--- src/rtl/toggle_counter_pkg.sv ---
// Shared constants for the toggle counter: direction encoding and default sizing.
package toggle_counter_pkg;

   localparam logic DIR_UP   = 1'b1;
   localparam logic DIR_DOWN = 1'b0;

   localparam int unsigned DEFAULT_WIDTH = 4;

   // Largest value representable in w bits, safe for w = 32.
   function automatic int unsigned max_count_of(input int unsigned w);
      if (w >= 32) begin
         return 32'hFFFF_FFFF;
      end
      return (32'd1 << w) - 32'd1;
   endfunction

endpackage

--- src/rtl/t_ff_bit.sv ---
// Single toggle cell: synchronous active-low reset, direct load, otherwise toggle on request.
module t_ff_bit (
   input  logic clk,
   input  logic reset,
   input  logic tog,
   input  logic ld,
   input  logic ld_val,
   output logic q
);

   logic q_q;
   logic q_d;

   // Load overrides toggle; hold when neither is requested.
   always_comb begin
      q_d = q_q;
      if (ld) begin
         q_d = ld_val;
      end else if (tog) begin
         q_d = ~q_q;
      end
   end

   // State register with synchronous active-low reset.
   always_ff @(posedge clk) begin
      if (!reset) begin
         q_q <= 1'b0;
      end else begin
         q_q <= q_d;
      end
   end

   assign q = q_q;

endmodule

--- src/rtl/toggle_counter.sv ---
// Up/down counter built from toggle cells, with modulo wrap at MAX_COUNT,
// clamped synchronous load and a registered one-cycle terminal-count pulse.
module toggle_counter
   import toggle_counter_pkg::*;
#(
   parameter int unsigned WIDTH     = DEFAULT_WIDTH,
   parameter int unsigned MAX_COUNT = max_count_of(WIDTH)
) (
   input  logic             clk,
   input  logic             reset,
   input  logic             en,
   input  logic             up_dn,
   input  logic             load,
   input  logic [WIDTH-1:0] load_val,
   output logic [WIDTH-1:0] q,
   output logic             tc
);

   localparam logic [WIDTH-1:0] MaxQ = MAX_COUNT[WIDTH-1:0];

   logic [WIDTH-1:0] cnt;
   logic [WIDTH-1:0] tog;
   logic [WIDTH-1:0] ld_next;
   logic             ld;
   logic             wrap_up;
   logic             wrap_dn;
   logic             run_ones;
   logic             run_zeros;
   logic             tc_d;
   logic             tc_q;

   // Per-bit toggle requests: up flips a bit when all lower bits are 1, down when all are 0.
   always_comb begin
      tog       = '0;
      run_ones  = 1'b1;
      run_zeros = 1'b1;
      for (int i = 0; i < WIDTH; i++) begin
         tog[i]    = en & ((up_dn == DIR_UP) ? run_ones : run_zeros);
         run_ones  = run_ones & cnt[i];
         run_zeros = run_zeros & ~cnt[i];
      end
   end

   // Wrap and load bypass the toggle path with a direct next value; load has priority.
   always_comb begin
      wrap_up = en & (up_dn == DIR_UP) & (cnt == MaxQ);
      wrap_dn = en & (up_dn == DIR_DOWN) & (cnt == '0);
      ld      = 1'b0;
      ld_next = '0;
      if (load) begin
         ld      = 1'b1;
         ld_next = (load_val > MaxQ) ? MaxQ : load_val;
      end else if (wrap_up) begin
         ld      = 1'b1;
         ld_next = '0;
      end else if (wrap_dn) begin
         ld      = 1'b1;
         ld_next = MaxQ;
      end
   end

   // A load in the same cycle cancels the wrap, so no pulse.
   always_comb begin
      tc_d = ~load & (wrap_up | wrap_dn);
   end

   // Terminal-count pulse register with synchronous active-low reset.
   always_ff @(posedge clk) begin
      if (!reset) begin
         tc_q <= 1'b0;
      end else begin
         tc_q <= tc_d;
      end
   end

   for (genvar i = 0; i < WIDTH; i++) begin : g_bit
      t_ff_bit u_bit (
         .clk    (clk),
         .reset  (reset),
         .tog    (tog[i]),
         .ld     (ld),
         .ld_val (ld_next[i]),
         .q      (cnt[i])
      );
   end

   assign q  = cnt;
   assign tc = tc_q;

endmodule

--- config.mk ---
export PLATFORM = sky130hd
export DESIGN_NAME = toggle_counter
export DESIGN_NICKNAME = d
export VERILOG_FILES = /design/src/rtl/toggle_counter_pkg.sv /design/src/rtl/t_ff_bit.sv /design/src/rtl/toggle_counter.sv
export SDC_FILE = /design/constraint.sdc
export NUM_CORES = 1
export LEC_CHECK = 0
export CELL_PAD_IN_SITES_DETAIL_PLACEMENT = 1
export CELL_PAD_IN_SITES_GLOBAL_PLACEMENT = 2
export CORE_AREA = 3 3 40 42
export CTS_CLUSTER_DIAMETER = 200
export CTS_CLUSTER_SIZE = 20
export DETAILED_ROUTE_END_ITERATION = 10
export DIE_AREA = 0 0 43 45
export DONT_BUFFER_PORTS = 1
export GPL_TIMING_DRIVEN = 0
export PLACE_DENSITY_LB_ADDON = 0.1
export SKIP_CTS_REPAIR_TIMING = 1
export SYNTH_ARGS = -nofsm -noshare
export SYNTH_HDL_FRONTEND = slang
export SYNTH_HIERARCHICAL = 1
export SYNTH_SLANG_ARGS = --single-unit
--- constraint.sdc ---
create_clock -name clk -period 1.5 [get_ports clk]
set_input_delay 0.3 -clock clk [delete_from_list [all_inputs] [get_ports clk]]
set_output_delay 0.3 -clock clk [all_outputs]
set_load 0.005 [all_outputs]
After elaboration in Yosys (flattened, before gate mapping)
Cells that the tools add are included.
Storage, ports and cells
  register bits: 5
  logic and storage cells: 49
  output and inout bits: 5
  input bits: 9
Cells by class
  reductions and logical operators: 5
  bitwise operators: 19
  multiplexer cells: 18
  equality and inequality tests: 1
  order comparisons: 1
Operators by type and width (number)
  $mux 4: 4
  $mux 1: 14
  $and 1x1->1: 12
  $reduce_bool 2->1: 4
  $not 1->1: 6
  $eq 4x4->1 const B: 1
  $gt 4x4->1 const B: 1
  $logic_not 4->1: 1
  $or 1x1->1: 1

Logic depth before layout (Yosys ltp)
  word-level depth: 7
  gate-level depth with buffers: 5

Hierarchy
Netlist, hierarchy kept.
By module, submodules not included
  t_ff_bit: cells each 4, area an instance 45.0 sq um, instances 4
  toggle_counter: cells each 23, area an instance 152.6 sq um, instances 1

Least setup slack after synthesis
OpenSTA, ideal clock, no wires.
  kind: register to register
  start: reg g_bit[0].u_bit.q_q
  end: reg g_bit[0].u_bit.q_q
  cell stages (with the launch flop): 6
  required time: 1.442 ns
  clock period less this slack: 1.616 ns
  path buffers: 0
  arrival time: 1.557 ns
  path slack: -0.116 ns
  cells stage by stage: dfxtp_1 -> or4_4 -> or3_4 -> nand2_1 -> nand2b_1 -> o211a_1
On the way
  longest elaborated chain between the ends: 6
Ends and longest elaborated chain
  from (decl): RTL line t_ff_bit.sv:11  | logic q_q;
  from (signal assigned): RTL line t_ff_bit.sv:29  | q_q <= q_d;
  $logic_not 4->1: RTL line toggle_counter.sv:47  | wrap_dn = en & (up_dn == DIR_DOWN) & (cnt == '0);
  $and 1x1->1: RTL line toggle_counter.sv:47
  $mux 4: RTL line toggle_counter.sv:56  | end else if (wrap_dn) begin
  $mux 4 *: RTL line toggle_counter.sv:53  | end else if (wrap_up) begin
  $mux 4 *: RTL line toggle_counter.sv:50  | if (load) begin
  net ld_next[0]: RTL line toggle_counter.sv:23  | logic [WIDTH-1:0] ld_next;
  $mux 1 *: RTL line t_ff_bit.sv:17  | if (ld) begin
The timed path passes the listed nets; every way through them passes the cells marked *. The select of a mux whose other input is x is not followed.
A chain may end at the register's enable or synchronous reset.

Worst setup path after layout
  start: reg g_bit[1].u_bit.q_q
  end: reg g_bit[0].u_bit.q_q
On the way
  longest elaborated chain between the ends: 6
Ends and longest elaborated chain (RTL line)
  from (decl): t_ff_bit.sv:11
  from (signal assigned): t_ff_bit.sv:29
  $logic_not 4->1: toggle_counter.sv:47
  $and 1x1->1: toggle_counter.sv:47
  $mux 4: toggle_counter.sv:56
  $mux 4 *: toggle_counter.sv:53
  $mux 4 *: toggle_counter.sv:50
  net ld_next[0]: toggle_counter.sv:23
  $mux 1 *: t_ff_bit.sv:17
The timed path passes the listed nets; every way through them passes the cells marked *.

==> flow_metrics.tcl <==
set metrics [dict create \
    status "finished with violations" \
    relSlewSlack 0.7995 \
    design.portCount 14 \
    htree_levels 1 \
    p_leak_uw 0.0002113 \
    place.gp.congestion 0.7520 \
    setup_viol 4 \
    syn-num-nets 48 \
    die_h_um 45 \
    design_area_sq_um 405.4 \
    worst_slack_ns -0.1684 \
    rows 13 \
    wirelength_um 811 \
    yosysWarnings 6 \
    grt-ovfl-total 0 \
    dieArea_sq_um 1935 \
    peakVddDrop_v 0.0002899 \
    routed_via_density 5.172 \
    antenna_found_initial 0 \
    whs_ns 0.1866 \
    io_buffers 0 \
    cts_tree "done" \
    syn_area_per_cell_sq_um 8.534 \
    start_util 0.2590 \
    fin_setup_tns_ns -0.6246 \
    drv_slew 0 \
    grt_max_degree 9 \
    violations "setup timing" \
    synth_area_sq_um 332.8 \
    dr.pass1.iters 2 \
    placed_cell_area_sq_um 356.6 \
    yosysTopAreaCellShare 0.3008 \
    synth_seq_cells 5 \
    start_kind "register" \
    crit_fanout 6 \
    grt_usage 0.08993 \
    dp_cells 54 \
    core_sq_um 1285 \
    synth_top_area_cell "dfxtp_1" \
    hp-class "input pin to register" \
    drive_above_1_share 0.2791 \
    cts-root-buf "clkbuf_4" \
    grt_pass1_wl_mm 1.214 \
    clock_skew_ns 0.001204 \
    fin_cells 58 \
    drtIter0Drc 3 \
    pre_cts_slack_ns -0.1582 \
    max_slew.worst_pin.slew_ns 0.2981 \
    period_share 1.112 \
    cp_data_arrival_time_ns 1.84 \
    ant_nets 0 \
    dp_hpwl_um 658.4 \
    fin_crit_ns 1.668 \
    vias 300 \
    hold_viol_final 0 \
    rsz0062_at_grt "yes" \
    yosysSeqAreaShare 0.3008 \
    critPathRequiredTime_ns 1.67 \
    worstSetupEndpointType "register" \
    numClockSinks 5 \
    drc 0 \
    power_density_nw_per_um2 969.0 \
    fp.dieW_um 43 \
    grt_pass1_vias 283 \
    synth_cell_types 16 \
    wire_per_inst_um 13.98 \
    timing.fmax_mhz 599.4 \
    clk_pin_slew_ns 0.04 \
    synth_area_leaders "dfxtp_1 (30%), o211a_1 (12%), xor2_1 (11%)" \
    crit_type "register to register" \
    cts_buffers 3 \
    num-nets-final 53 \
    clockBufferDepth 2 \
    cap_violations 0 \
    area_growth_pct 21.80 \
    diodes 0 \
    clock_latency_ns 0.24 \
    synth_cells 39 \
]
-- final cells by class --
class,instances,area (sq um)
flip-flops and latches,5,107.6
multi-input cells,34,252.7
well taps,15,18.77
clock buffers,4,26.28
fillers,162,879.6
-- worst paths after layout --
check | from | to | slack, ns | cells after the start
worst max-delay path | g_bit[1].u_bit/q$_SDFFE_PN0P_ | g_bit[0].u_bit/q$_SDFFE_PN0P_ | -0.17 | 5
worst min-delay path | reset | g_bit[1].u_bit/q$_SDFFE_PN0P_ | 0.19 | 1
worst max register to register | g_bit[1].u_bit/q$_SDFFE_PN0P_ | g_bit[0].u_bit/q$_SDFFE_PN0P_ | -0.17 | 5
worst min register to register | g_bit[2].u_bit/q$_SDFFE_PN0P_ | g_bit[2].u_bit/q$_SDFFE_PN0P_ | 0.68 | 2
-- registers in the layout, summed over array words and instances (netlist names) --
name           flops
tc                 1
g_bit.u_bit/q      4
-- worst max-delay path, stage by stage, from the launching register on --
cell	delay [ns]
dfxtp_4	0.36
or4_4	0.52
or3_4	0.42
nand2_1	0.07
nand2b_4	0.11
o211a_1	0.13
-- per-stage QoR --
step	power, uW	utilization
floorplan	221.4	-
global placement	233.5	0.2775
detailed placement	235.7	0.2775
CTS	391.5	0.2980
global route	414.5	0.3155
finish	392.8	0.3155
-- where the power goes --
part           internal [uW]  switching, uW
Clock                    100           49.6
Combinational           46.2           32.9
Sequential               146           18.2
Total                    292            101
-- cells in the mapped netlist --
| cell type | instances |
|---|---|
| and3b_1 | 1 |
| nand2b_1 | 5 |
| xor2_1 | 4 |
| xnor2_1 | 1 |
| nand2_1 | 9 |
| nand3_1 | 1 |
| dfxtp_1 | 5 |
| or3_4 | 1 |
| o22ai_1 | 1 |
| or3_2 | 1 |
| or2_2 | 1 |
| or4_4 | 1 |
| and2_1 | 1 |
| nand4_1 | 1 |
| o211a_1 | 4 |
| a21boi_0 | 2 |
-- cells in the final DEF, fill, tap and decap left out, types with 2 or more instances in the layout --
cell type,instances
a21boi_0,2
clkbuf_4,3
dfxtp_1,3
dfxtp_4,2
nand2_1,8
nand2b_1,3
nand2b_4,2
o211a_1,4
xor2_1,4
-- cells by family (layout without fill, tap and decap cells) --
kind of cell	count (synthesis)	after routing	synth area share
and+or+nand+nor	22	22	0.3835
AOI/OAI and AO/OA	7	7	0.1842
xor gates and xnor gates	5	5	0.1316
DFF	5	5	0.3008
buffers and inverters	0	4	0
-- metal layers --
layer | track usage | routed length [um]
met5 | 0 | 0
met4 | 0.09036 | 16
met3 | 0.01992 | 56
met2 | 0.1317 | 392
met1 | 0.1060 | 345
(Power assumes the default switching activity.)
